--- src/rtl/regfile_wb_arbiter.sv ---
// Round-robin arbiter for the register-file write port, with a registered output stage and a
// per-register busy scoreboard for long-latency ops. Optional writeback bypass: WB_BYPASS_EN.
module regfile_wb_arbiter #(
  parameter int NUM_REQ = 3,
  parameter int DATA_W  = 32,
  parameter int ADDR_W  = 5
) (
  input  logic                      clk,
  input  logic                      rst,
  input  logic [NUM_REQ-1:0]        reqValid,
  input  logic [NUM_REQ*ADDR_W-1:0] reqAddr,
  input  logic [NUM_REQ*DATA_W-1:0] reqData,
  output logic [NUM_REQ-1:0]        reqReady,
  input  logic                      issueValid,
  input  logic [ADDR_W-1:0]         issueAddr,
  output logic                      issueReady,
  input  logic [ADDR_W-1:0]         chkAddrA,
  input  logic [ADDR_W-1:0]         chkAddrB,
  output logic                      stallA,
  output logic                      stallB,
  output logic                      fwdValidA,
  output logic                      fwdValidB,
  output logic [DATA_W-1:0]         fwdDataA,
  output logic [DATA_W-1:0]         fwdDataB,
  output logic [ADDR_W-1:0]         addrWrite,
  output logic [DATA_W-1:0]         writeData,
  output logic                      writeReg
);

  localparam int PTR_W = $clog2(NUM_REQ);
  localparam int NREG  = 2 ** ADDR_W;

  logic [PTR_W-1:0]  ptr_q, ptr_d;
  logic              wr_q, wr_d;
  logic [ADDR_W-1:0] addr_q, addr_d;
  logic [DATA_W-1:0] data_q, data_d;
  logic [NREG-1:0]   busy_q, busy_d;

  logic              found;
  logic [PTR_W-1:0]  gnt_idx;
  logic [PTR_W:0]    cand;
  logic [PTR_W:0]    nxt;
  logic [ADDR_W-1:0] sel_addr;
  logic [DATA_W-1:0] sel_data;

  // Handshake: a requester transfers on an edge where reqValid[i] & reqReady[i]; reqReady is
  // one-hot, depends on reqValid, and the requester must hold addr/data stable while valid.
  always_comb begin
    found    = 1'b0;
    gnt_idx  = '0;
    cand     = '0;
    reqReady = '0;
    for (int k = 0; k < NUM_REQ; k++) begin
      cand = {1'b0, ptr_q} + (PTR_W+1)'(k);
      if (cand >= (PTR_W+1)'(NUM_REQ)) cand = cand - (PTR_W+1)'(NUM_REQ);
      if (!found && reqValid[cand[PTR_W-1:0]]) begin
        found   = 1'b1;
        gnt_idx = cand[PTR_W-1:0];
      end
    end
    if (found) reqReady[gnt_idx] = 1'b1;
    sel_addr = reqAddr[gnt_idx*ADDR_W +: ADDR_W];
    sel_data = reqData[gnt_idx*DATA_W +: DATA_W];
  end

  // A write pending in the output stage is suppressed while reset is high so it never commits.
  assign writeReg   = wr_q & ~rst;
  assign addrWrite  = addr_q;
  assign writeData  = data_q;
  assign issueReady = ~busy_q[issueAddr];

  always_comb begin
    ptr_d  = ptr_q;
    wr_d   = 1'b0;
    addr_d = addr_q;
    data_d = data_q;
    nxt    = {1'b0, gnt_idx} + (PTR_W+1)'(1);
    if (found) begin
      ptr_d  = (nxt == (PTR_W+1)'(NUM_REQ)) ? '0 : nxt[PTR_W-1:0];
      wr_d   = (sel_addr != '0);
      addr_d = sel_addr;
      data_d = sel_data;
    end
    busy_d = busy_q;
    if (writeReg) busy_d[addr_q] = 1'b0;
    // Set after clear so a same-edge issue to the committing register stays pending.
    if (issueValid && issueReady && issueAddr != '0) busy_d[issueAddr] = 1'b1;
    busy_d[0] = 1'b0;
  end

  always_ff @(posedge clk) begin
    if (rst) begin
      ptr_q  <= '0;
      wr_q   <= 1'b0;
      addr_q <= '0;
      data_q <= '0;
      busy_q <= '0;
    end else begin
      ptr_q  <= ptr_d;
      wr_q   <= wr_d;
      addr_q <= addr_d;
      data_q <= data_d;
      busy_q <= busy_d;
    end
  end

`ifdef WB_BYPASS_EN
  assign fwdValidA = writeReg && (addr_q == chkAddrA) && (chkAddrA != '0);
  assign fwdValidB = writeReg && (addr_q == chkAddrB) && (chkAddrB != '0);
  assign fwdDataA  = fwdValidA ? data_q : '0;
  assign fwdDataB  = fwdValidB ? data_q : '0;
`else
  assign fwdValidA = 1'b0;
  assign fwdValidB = 1'b0;
  assign fwdDataA  = '0;
  assign fwdDataB  = '0;
`endif

  assign stallA = busy_q[chkAddrA] & ~fwdValidA;
  assign stallB = busy_q[chkAddrB] & ~fwdValidB;

endmodule

--- config.mk ---
export PLATFORM = sky130hd
export DESIGN_NAME = regfile_wb_arbiter
export DESIGN_NICKNAME = d
export VERILOG_FILES = /design/src/rtl/regfile_wb_arbiter.sv
export SDC_FILE = /design/constraint.sdc
export NUM_CORES = 1
export LEC_CHECK = 0
export CAP_MARGIN = 20
export CORE_AREA = 3 3 119 110
export CTS_BUF_LIST = sky130_fd_sc_hd__clkbuf_2
export DETAILED_ROUTE_END_ITERATION = 7
export DIE_AREA = 0 0 122 113
export MAX_ROUTING_LAYER = met4
export PLACE_DENSITY_LB_ADDON = 0.25
export SLEW_MARGIN = 20
export SYNTH_ARGS = -nofsm -noshare
export SYNTH_HDL_FRONTEND = slang
export SYNTH_SLANG_ARGS = --single-unit
export TNS_END_PERCENT = 100
--- constraint.sdc ---
create_clock -name clk -period 3.3 [get_ports clk]
set_input_delay 0.66 -clock clk [delete_from_list [all_inputs] [get_ports clk]]
set_output_delay 0.66 -clock clk [all_outputs]
set_load 0.005 [all_outputs]
# Word-level counts from Yosys, hierarchy flattened
# Cells that the tools add are included.
# Widths: inputs -> output; s select.
# totals
reg_bits	72
elab_cells	80
in_bits	132
out_inout_bits	110
# classes
n_mux	31
bitwise	7
eq_ne	1
mul	1
n_addsub	6
magnitude_cmp	14
shifts	2
reduce_logical	12
# op_table
operator	count
$shiftx 96x8->32	1
$mux 32	2
$and 32x32->32	1
$not 32->32	1
$or 32x32->32	1
$lt 5x6->1 const B	4
$bmux 1 s5	3
$shiftx 15x6->5	1
$mux 2	7
$lt 2x3->1 const B	4
$mux 1	12
$demux 1 s5	2
$ge 5x1->1 const B	2
$reduce_bool 5->1	2
$logic_and 1x1->1	7
$add 2x1->3 const B	2
$bmux 1 s2	3
$ge 3x2->1 const B	2
$sub 2x2->2 const B	3
$mul 2x3->5 const B	1
$add 2x2->3 const B	1
$eq 3x2->1 const B	1
$mux 3	1
$not 1->1	3
6 further kinds	7

# Longest topological paths before layout
# Gate-level depths: netlist of run 1.
# logic_depth
word_depth	16
mapped_depth	12
depth_no_buf	9

# Worst setup path before layout of run 1
# OpenSTA, ideal clock, no wires.
# synth_path
path_kind	input-to-output
startpoint	input chkAddrA[0]
endpoint	output stallA
required_ns	2.640
stages	4
t_arrival_ns	2.344
n_path_buf	1
slack_ns	0.296
path_cell_list	clkbuf_1 > mux4_2 > mux4_2 > mux2_2
# synth_between
elab_chain_len	2
# synth_lines
item	line_no	source
start: declaration	17	input logic [ADDR_W-1:0] chkAddrA,
$bmux 1 s5	119	assign stallA = busy_q[chkAddrA] & ~fwdValidA;
$mux 1 (implied by the code)	119	
end: declaration	19	output logic stallA,
# Every way passes these cells. The select of a mux whose other input is x is not followed.

# Final worst setup path of run 1
# layout_path
startpoint	input reqValid[1]
endpoint	output reqReady[0]
# layout_between
elab_chain_len	14
word_cells_on_any_way	22
cone_classes	order compare (2); mux (15); reduce/logical (5)
# layout_lines
item	line_no	source
start: declaration	10	input logic [NUM_REQ-1:0] reqValid,
$bmux 1 s2	56	if (!found && reqValid[cand[PTR_W-1:0]]) begin
$mux 1 (implied by the code)	56	
$mux 1	56	
$logic_not 1->1	56	
$logic_and 1x1->1	56	
$mux 1	56	
$logic_not 1->1	56	
$logic_and 1x1->1	56	
$mux 2	56	
$lt 2x3->1 (implied by the code) / $ge 2x1->1 (equally long branches)	61	if (found) reqReady[gnt_idx] = 1'b1;
$logic_and 1x1->1 (implied by the code)	61	
$mux 1 (implied by the code)	61	
$demux 1 s2	61	
$mux 3 (*)	61	
end: declaration	13	output logic [NUM_REQ-1:0] reqReady,
# Mark *: on every way between the ends. The rest lies on a longest branch, timed or not. The select of a mux whose other input is x is not followed.

==> results_dict.tcl, run 1 <==
set metrics [dict create \
    synth_top_area_share_pct 28.49 \
    worstPathRequired_ps 2640 \
    relSlewSlack_pct 49.54 \
    cp-end-kind "output pin" \
    hpwl_um 12850 \
    grt_max_degree 72 \
    finalSetupViolations 0 \
    p_per_area_nw_per_um2 666.6 \
    cts-buffers-inserted 9 \
    clk_path_buf_depth 2 \
    syn-cell-area_um2 4989 \
    final_antenna_net_count 0 \
    report.final.slew_viol_count 0 \
    ir_drop_v 0.0005733 \
    hold_viol_final 0 \
    numPortBuffers 175 \
    synth_edf_count 0 \
    clk_latency_ps 480 \
    fp.dieH_um 113 \
    grtUsageTotal_pct 24.30 \
    via_per_inst 5.281 \
    rows 38 \
    start_util_pct 41.80 \
    period_share_pct 98.66 \
    ys_ff_latch 71 \
    cp.arrival_ps 2600 \
    synth_area_leaders "dfxtp_1 28%, mux4_2 11%, buf_4 11%" \
    grt_pass1_wl_um 25610 \
    cts_htree_levels 3 \
    dp_slack_ps -370.0 \
    grt_pass1_vias 4879 \
    violations "DRC" \
    setup_slack_ps 44.07 \
    cts_num_sinks 71 \
    place_congestion 0.9734 \
    drive_above_1_share_pct 17.87 \
    seq_area_frac_synth_pct 28.49 \
    antenna_found_initial 0 \
    post_drt_wl_per_cell_um 17.49 \
    drv_cap 0 \
    syn2layout_area_growth_pct 43.99 \
    synth_cell_type_count 46 \
    postSynthAreaPerCell_um2 8.542 \
    die_area_um2 13790 \
    drt_iter0_drc 402 \
    leakage_nw 2.913 \
    wl_met2_um 8291 \
    dr.pass1.iters 7 \
    highest_layer "met4" \
    cts-root-buf "clkbuf_2" \
    syn_inst 584 \
    drt_wl_total_um 16600 \
    critPathKind "in2out" \
    drcViolationCount 2 \
    worstHoldPathType "reg2reg" \
    globalRouteOverflowTotal 0 \
    rsz0062_at_grt "true" \
    p_total_mw 4.788 \
    wl_met3_um 1363 \
    cts_tree "done" \
    crit_fanout 5 \
    start_kind "input pin" \
    num_vias 5012 \
    fmax_mhz 307.1 \
    final_nets 920 \
    clk_pin_slew_ps 210 \
    io-pin-count 242 \
    wl_met1_um 6453 \
    die_x_um 122 \
    async_flop_share_pct 0 \
    coreArea_um2 11930 \
    multi_input_comb_area_um2 3172 \
    yosys.area.top_type "dfxtp_1" \
    synthFlopType "dfxtp_1" \
    worst_slew_pin_slew_ps 756.9 \
    register_area_um2 1426 \
    fillers 1054 \
    num_antenna_cells 0 \
    outcome "finished, violations left" \
    min_period_ps 3256 \
    skew_ps 22.01 \
    ys_warn_count 0 \
]
-- metal layers --
metal / vias to the layer above / GRT usage, %
li1: 2376 / -
met1: 2327 / 29.35
met2: 262 / 40.35
met3: 47 / 4.998
met4: 0 / 8.588
met5: - / -
-- sequential cells by signal (all words and copies together) (netlist names) --
register   count
wr_q           1
addrWrite      5
busy_q        31
ptr_q          2
writeData     32
-- final timing paths --
path         cells past startpoint  slack (ps)                         end                       start
max reg2reg                     12         380             wr_q$_SDFF_PP0_       ptr_q[0]$_SDFFE_PP0P_
min reg2reg                      2         470  writeData[27]$_SDFFE_PP0P_  writeData[27]$_SDFFE_PP0P_
max                              7          40                 reqReady[0]                 reqValid[1]
min                              2         470  writeData[27]$_SDFFE_PP0P_  writeData[27]$_SDFFE_PP0P_
-- cells by family after synthesis --
group	share of synthesized area (%)
buffers and inverters	14.25
AOI/OAI and AO/OA	18.23
DFF	28.49
and+or+nand+nor	16.45
adders and majority gates	1.003
muxes	21.49
other	0.07517
-- through the flow --
step	TNS [ps]	hold WS, ps	area (µm²)	util [%]	cells
2_1_floorplan	0	448.3	5233	-	649
3_3_place_gp	-1607	439.9	6897	57.79	924
3_5_place_dp	-1973	446.3	6897	57.79	924
4_1_cts	-12.09	468.5	7161	60.00	945
5_1_grt	-88.59	490.4	7183	60.19	949
6_report	0	468.1	7183	60.19	949
-- synthesized netlist by cell type (3+ instances only) --
master,number
o22ai_1,3
inv_1,7
nor2_1,6
buf_4,70
nand3_1,6
clkbuf_1,33
mux2i_1,37
mux2_2,11
or3b_2,3
o211ai_1,35
o21ai_0,37
mux4_2,25
a22oi_1,4
nor2b_1,4
nor3_2,3
dfxtp_1,71
ha_1,4
nand3b_1,8
a21oi_1,69
nor3b_1,3
buf_2,4
nand2_1,112
-- critical path: stages --
cell and delay [ps]:
clkdlybuf4s50_1 590, mux2i_4 120, o21a_1 220, and2_4 170, a221o_2 390, and3_4 180, dlygate4sd2_1 270
-- area by class of cell --
type / instances / area share [%]
flip-flops and latches: 71 / 19.86
inverters: 7 / 0.3658
clock inverters: 6 / 0.8535
clock buffers: 10 / 0.6967
well taps: 160 / 2.787
multi-input cells: 462 / 44.16
repair buffers: 233 / 31.28
-- power by group --
group	total, mW	internal [mW]	leakage, nW	switching (mW)
clock	0.491	0.174	0.0616	0.317
sequential	1.23	1.07	0.584	0.157
combinational	3.07	1.55	2.27	1.52
total	4.79	2.79	2.91	2.00
-- cell usage in the layout, fill, tap and decap left out, types with 6 or more instances in the layout --
cell,count
nor2_1,6
mux2i_1,35
nand3_1,6
inv_1,6
nand2_1,112
nand3b_1,8
a21oi_1,69
buf_4,52
conb_1,66
mux4_2,25
clkbuf_2,10
dlygate4sd2_1,7
o21ai_0,37
dfxtp_1,69
clkdlybuf4s50_1,164
mux2_2,11
o211ai_1,35
-- what timing repair did --
action / CTS / global route
setup endpoints to repair: 6 / 5
buffers inserted: 3 / 4
pin swaps: 2 / 5
resized for setup: 31 / 4
hold buffers: 0 / 0
gates cloned: 2 / 0
Note: power is estimated with default switching activity, not from simulation.
==> run 2: changes to the inputs <==
--- a/config.mk
+++ b/config.mk
@@ -8,10 +8,12 @@
 export CAP_MARGIN = 20
 export CORE_AREA = 3 3 119 110
 export CTS_BUF_LIST = sky130_fd_sc_hd__clkbuf_2
+export CTS_CLUSTER_DIAMETER = 200
 export DETAILED_ROUTE_END_ITERATION = 7
 export DIE_AREA = 0 0 122 113
 export MAX_ROUTING_LAYER = met4
 export PLACE_DENSITY_LB_ADDON = 0.25
+export SETUP_SLACK_MARGIN = 0.05
 export SLEW_MARGIN = 20
 export SYNTH_ARGS = -nofsm -noshare
 export SYNTH_HDL_FRONTEND = slang
==> run 2 against run 1 <==
Net effect:
- non-clock buffer count is 2 higher
- clock skew is 4.7 ps higher
- sequential power hardly changed
- register-to-register slack hardly changed
- the flow now finishes without violations
- cell count is 0.21% higher
- worst hold slack worse by 1.1 ps
- clock-buffer cell count stayed put
- highest routed layer unchanged
- maximum frequency is 2.5% higher
- die area stayed put
- cell area is 0.10% higher
==> results_dict.tcl, run 2 (synthesis results as in run 1) <==
set metrics [dict create \
    outcome "completed" \
    cts_tree "done" \
    start_util_pct 41.80 \
    rows 38 \
    hold_viol_final 0 \
    p_switching_mw 2.017 \
    grt_pass1_wl_um 25610 \
    grtUsageTotal_pct 24.30 \
    worstPathRequired_ps 2640 \
    dp_cells 924 \
    period_share_pct 96.25 \
    rsz0062_at_grt "false" \
    rr_worst_depth 12 \
    power.clock.fraction_pct 10.2 \
    final_common_cell "clkdlybuf4s50_1" \
    cts_num_sinks 71 \
    fp.dieH_um 113 \
    final_cell_mix "163 x clkdlybuf4s50_1, 112 x nand2_1, 69 x a21oi_1, 69 x dfxtp_1, 66 x conb_1" \
    largest_reg_flops 32 \
    internal-power_mw 2.807 \
    p_total_mw 4.824 \
    drt_iter0_drc 377 \
    r2r-end "wr_q$_SDFF_PP0_" \
    die_area_um2 13790 \
    critPathKind "in2out" \
    coreArea_um2 11930 \
    skew_ps 26.69 \
    start_kind "input pin" \
    finalSetupViolations 0 \
    rrSetupSlack_ps 370 \
    via_per_inst 5.243 \
    switching_share_pct 41.81 \
    worst_slew_pin_slew_ps 745.5 \
    clk_path_buf_depth 2 \
    io-pin-count 242 \
    clk_latency_ps 490 \
    relSlewSlack_pct 50.30 \
    final_antenna_net_count 0 \
    crit_slowest_cell "mux4_2" \
    grt_max_degree 72 \
    min_period_ps 3176 \
    crit_fanout 4 \
    syn2layout_area_growth_pct 44.14 \
    finalNonFillerCells 951 \
    tns_ps 0 \
    r2r-start "ptr_q[0]$_SDFFE_PP0P_" \
    cts-root-buf "clkbuf_2" \
    grt_pass1_vias 4879 \
    drive_above_1_share_pct 18.33 \
    num_vias 4986 \
    seq_power_share_pct 25.5 \
    final_nets 922 \
    critPathCapture "stallA" \
    p_per_area_nw_per_um2 670.8 \
    ir_drop_v 0.0005761 \
    leakage_nw 2.925 \
    crit_chain "buf_2 -> bufbuf_16 -> mux4_2 -> mux4_2 -> mux2_2 -> dlygate4sd2_1" \
    hold_slack_ps 467.0 \
    post_drt_wl_per_cell_um 17.46 \
    hpwl_um 12850 \
    drv_cap 0 \
    critPathLaunch "chkAddrA[0]" \
    fmax_mhz 314.8 \
    place_congestion 0.9734 \
    cts-buffers-inserted 9 \
    numPortBuffers 175 \
    comb_power_share_pct 64.3 \
    antenna_found_initial 0 \
    fin_area_um2 7191 \
    num_antenna_cells 0 \
    cp_slowest_stage_delay_ps 480 \
    drt_wl_total_um 16610 \
    cp_common_cell "mux4_2" \
    cp.arrival_ps 2520 \
    die_x_um 122 \
    report.final.slew_viol_count 0 \
    cp-end-kind "output pin" \
    clk_pin_slew_ps 200 \
    cts_htree_levels 3 \
    dr.pass1.iters 5 \
    worstHoldPathType "reg2reg" \
    drcViolationCount 0 \
    globalRouteOverflowTotal 0 \
    place_area_um2 6897 \
]
==> run 2: cell count changes in the layout (fill, tap and decap cells not counted), sizes merged <==
cell	delta
dlygate4sd2	-3
buf	+3
clkbuf	+2
dlymetal6s2s	+1
clkdlybuf4s50	-1
==> run 2: timing repair <==
action	CTS	global route
endpoints found under the setup margin	6	4
hold buffers	0	0
cloned	2	0
pin swaps	2	6
resized for setup	34	10
buffers inserted	3	6
==> run 2: power groups by stage <==
stage	Sequential [mW]	Clock, mW	Combinational, mW
floorplan	1.20	0	1.91
global placement	1.23	0	2.92
detailed placement	1.24	0	2.97
CTS	1.23	0.503	3.04
global route	1.26	0.543	3.39
finish	1.23	0.494	3.10
==> run 2: critical path, delay by kind of cell <==
kind                   cells  cell delay (ps)
buffers and inverters      3              650
muxes                      3             1210
==> run 2: routing by layer <==
layer	share of wire, %	GRT usage (%)	up-vias
li1	-	-	2376
met1	39	29.35	2320
met2	50	40.35	253
met3	8.2	4.998	37
met4	2.9	8.588	0
met5	0	-	-
==> run 2: worst min-delay path by stage <==
stage / from / to / slack, ps / cells after the start
finish: writeData[27]$_SDFFE_PP0P_ / writeData[27]$_SDFFE_PP0P_ / 470 / 2
global route: writeData[24]$_SDFFE_PP0P_ / writeData[24]$_SDFFE_PP0P_ / 490 / 2
CTS: writeData[20]$_SDFFE_PP0P_ / writeData[20]$_SDFFE_PP0P_ / 470 / 2
detailed placement: writeData[0]$_SDFFE_PP0P_ / writeData[0]$_SDFFE_PP0P_ / 450 / 2
global placement: writeData[1]$_SDFFE_PP0P_ / writeData[1]$_SDFFE_PP0P_ / 440 / 2
floorplan: writeData[0]$_SDFFE_PP0P_ / writeData[0]$_SDFFE_PP0P_ / 450 / 2
==> run 2: final cells by class <==
| cell class | instances | area [µm²] |
|---|---|---|
| sequential | 71 | 1426 |
| fill | 1049 | 4743 |
| clock inverter | 6 | 61.31 |
| tap | 160 | 200.2 |
| multi-input combinational | 462 | 3172 |
| inverter | 7 | 28.78 |
| timing repair buffer | 235 | 2252 |
| clock buffer | 10 | 50.05 |
==> run 2: through the flow <==
step	worst slack [ps]	util [%]
global route	43.35	60.25
global placement	-349.6	57.79
finish	123.6	60.25
CTS	-12.09	59.84
detailed placement	-370.0	57.79
floorplan	296.0	-
==> run 3: changes to the inputs <==
--- a/config.mk
+++ b/config.mk
@@ -5,15 +5,14 @@
 export SDC_FILE = /design/constraint.sdc
 export NUM_CORES = 1
 export LEC_CHECK = 0
+export ABC_AREA = 0
 export CAP_MARGIN = 20
 export CORE_AREA = 3 3 119 110
-export CTS_BUF_LIST = sky130_fd_sc_hd__clkbuf_2
 export CTS_CLUSTER_DIAMETER = 200
 export DETAILED_ROUTE_END_ITERATION = 7
 export DIE_AREA = 0 0 122 113
 export MAX_ROUTING_LAYER = met4
 export PLACE_DENSITY_LB_ADDON = 0.25
-export SETUP_SLACK_MARGIN = 0.05
 export SLEW_MARGIN = 20
 export SYNTH_ARGS = -nofsm -noshare
 export SYNTH_HDL_FRONTEND = slang
==> run 3 against run 2 <==
Net effect:
- register-to-register slack better by 70 ps
- sequential power barely moved
- die area stayed put
- worst hold slack lost 15 ps
- maximum frequency decreased by 0.90%
- utilization increased by 0.59 points
- critical path type is now reg2out
==> results_dict.tcl, run 3 (synthesis results as in run 1) <==
set metrics [dict create \
    outcome "completed" \
    whs_path_depth 2 \
    r2r-start "ptr_q[1]$_SDFFE_PP0P_" \
    finalNonFillerCells 942 \
    cts_num_sinks 71 \
    io-pin-count 242 \
    rsz0062_at_grt "true" \
    critPathKind "reg2out" \
    hold_slack_ps 451.8 \
    hold_path_end "writeData[27]$_SDFFE_PP0P_" \
    comb_power_share_pct 57.5 \
    via_per_inst 5.238 \
    final_common_cell "clkdlybuf4s50_1" \
    post_drt_wl_per_cell_um 17.45 \
    wl_met2_um 8268 \
    wl_met1_um 6373 \
    hold_start "writeData[27]$_SDFFE_PP0P_" \
    globalRouteOverflowTotal 0 \
    syn2layout_area_growth_pct 45.55 \
    p_total_mw 5.167 \
    r2r-end "wr_q$_SDFF_PP0_" \
    largest_reg_flops 32 \
    grt_pass1_wl_um 25430 \
    cp-end-kind "output pin" \
    final_nets 913 \
    leakage_nw 2.954 \
    cts-root-buf "clkbuf_16" \
    ir_drop_v 0.0006229 \
    place_congestion 0.9734 \
    die_area_um2 13790 \
    p_switching_mw 2.023 \
    num_vias 4934 \
    cp.arrival_ps 2550 \
    min_period_ps 3205 \
    finalSetupViolations 0 \
    grtUsageTotal_pct 23.98 \
    relSlewSlack_pct 49.42 \
    worstPathRequired_ps 2640 \
    skew_ps 6.188 \
    start_kind "flip-flop" \
    coreArea_um2 11930 \
    clk_latency_ps 320 \
    switching_share_pct 39.16 \
    antenna_found_initial 0 \
    rr_worst_depth 11 \
    drive_above_1_share_pct 16.37 \
    grt_max_degree 72 \
    drv_cap 0 \
    fillers 1032 \
    grt_pass1_vias 4873 \
    dr.pass1.iters 4 \
    internal-power_mw 3.144 \
    seq_power_share_pct 23.7 \
    power.clock.fraction_pct 18.8 \
    tns_ps 0 \
    fp.dieH_um 113 \
    numPortBuffers 175 \
    cts-buffers-inserted 9 \
    cts_tree "done" \
    drcViolationCount 0 \
    worstHoldPathType "reg2reg" \
    period_share_pct 97.13 \
    start_util_pct 41.80 \
    clk_pin_slew_ps 60 \
    fmax_mhz 312.0 \
    wl_met3_um 1352 \
    drt_iter0_drc 429 \
    report.final.slew_viol_count 0 \
    die_x_um 122 \
    final_antenna_net_count 0 \
    crit_fanout 6 \
    worst_slew_pin_slew_ps 758.7 \
    hold_viol_final 0 \
    cts_htree_levels 3 \
    clk_path_buf_depth 2 \
    dp_cells 924 \
    highest_layer "met4" \
    final_cell_mix "161 x clkdlybuf4s50_1, 112 x nand2_1, 71 x dfxtp_1" \
    rows 38 \
    rrSetupSlack_ps 440 \
    hpwl_um 12850 \
    num_antenna_cells 0 \
    drt_wl_total_um 16440 \
    p_per_area_nw_per_um2 711.7 \
]
## run 3: cell types whose count changed in the layout (fill, tap and decap cells not counted), sizes merged
cell           previous run  this run
buf                      62        53
dlygate4sd2               4         8
dlymetal6s2s              1         2
bufbuf                    2         1
clkdlybuf4s50           163       161
clkbuf                   12        11
clkinv                    2         1
## run 3: critical path, stage by stage, from the launching register on
cell	delay, ps
dfxtp_1	420
inv_1	90
ha_2	230
mux2i_2	180
o21a_1	220
and2_4	170
a221o_2	420
and3_1	210
dlygate4sd2_1	290
## run 3: stage by stage
step                      setup slack (ps)  area [µm²]  util, %
after global routing                -33.02        7261    60.84
after CTS                            13.55        7249    60.75
final                                94.86        7261    60.84
after detailed placement            -370.0        6897    57.79
after floorplan                      296.0        5233        -
after global placement              -349.6        6897    57.79
## run 3: repair_timing
item | 4_1_cts | 5_1_grt
setup endpoints to repair | 6 | 3
pin swaps | 0 | 1
cloned | 1 | 0
setup buffers | 1 | 0
resized for setup | 21 | 8
hold buffers | 0 | 0
## run 3: how the worst max path moves through the flow
stage	to	slack (ps)	start	cells after the start
floorplan	stallA	300	chkAddrA[0]	4
global placement	issueReady	-350	issueAddr[0]	7
detailed placement	stallA	-370	chkAddrA[0]	6
CTS	reqReady[0]	10	reqValid[0]	7
global route	reqReady[0]	-30	ptr_q[1]$_SDFFE_PP0P_	8
finish	reqReady[0]	90	ptr_q[1]$_SDFFE_PP0P_	8
## run 3: layer usage
layer,track usage [%],vias up
met5,-,-
met4,8.588,0
met3,4.648,30
met2,40.10,254
met1,28.87,2292
li1,-,2358
## run 3: area by class of cell
class / instances / area [µm²] / area share, %
multi-input combinational: 462 / 3139 / 43.24
clock buffer: 11 / 242.7 / 3.343
clock inverter: 5 / 57.56 / 0.7927
inverter: 7 / 26.28 / 0.3619
tap: 160 / 200.2 / 2.757
timing repair buffer: 226 / 2173 / 29.93
sequential: 71 / 1421 / 19.58
## run 3: power by group through the flow
stage / clock network [mW] / registers [mW] / logic (mW)
3_5_place_dp: 0 / 1.24 / 2.97
2_1_floorplan: 0 / 1.20 / 1.91
6_report: 0.970 / 1.23 / 2.97
4_1_cts: 0.977 / 1.22 / 2.96
3_3_place_gp: 0 / 1.23 / 2.92
5_1_grt: 1.01 / 1.26 / 3.24
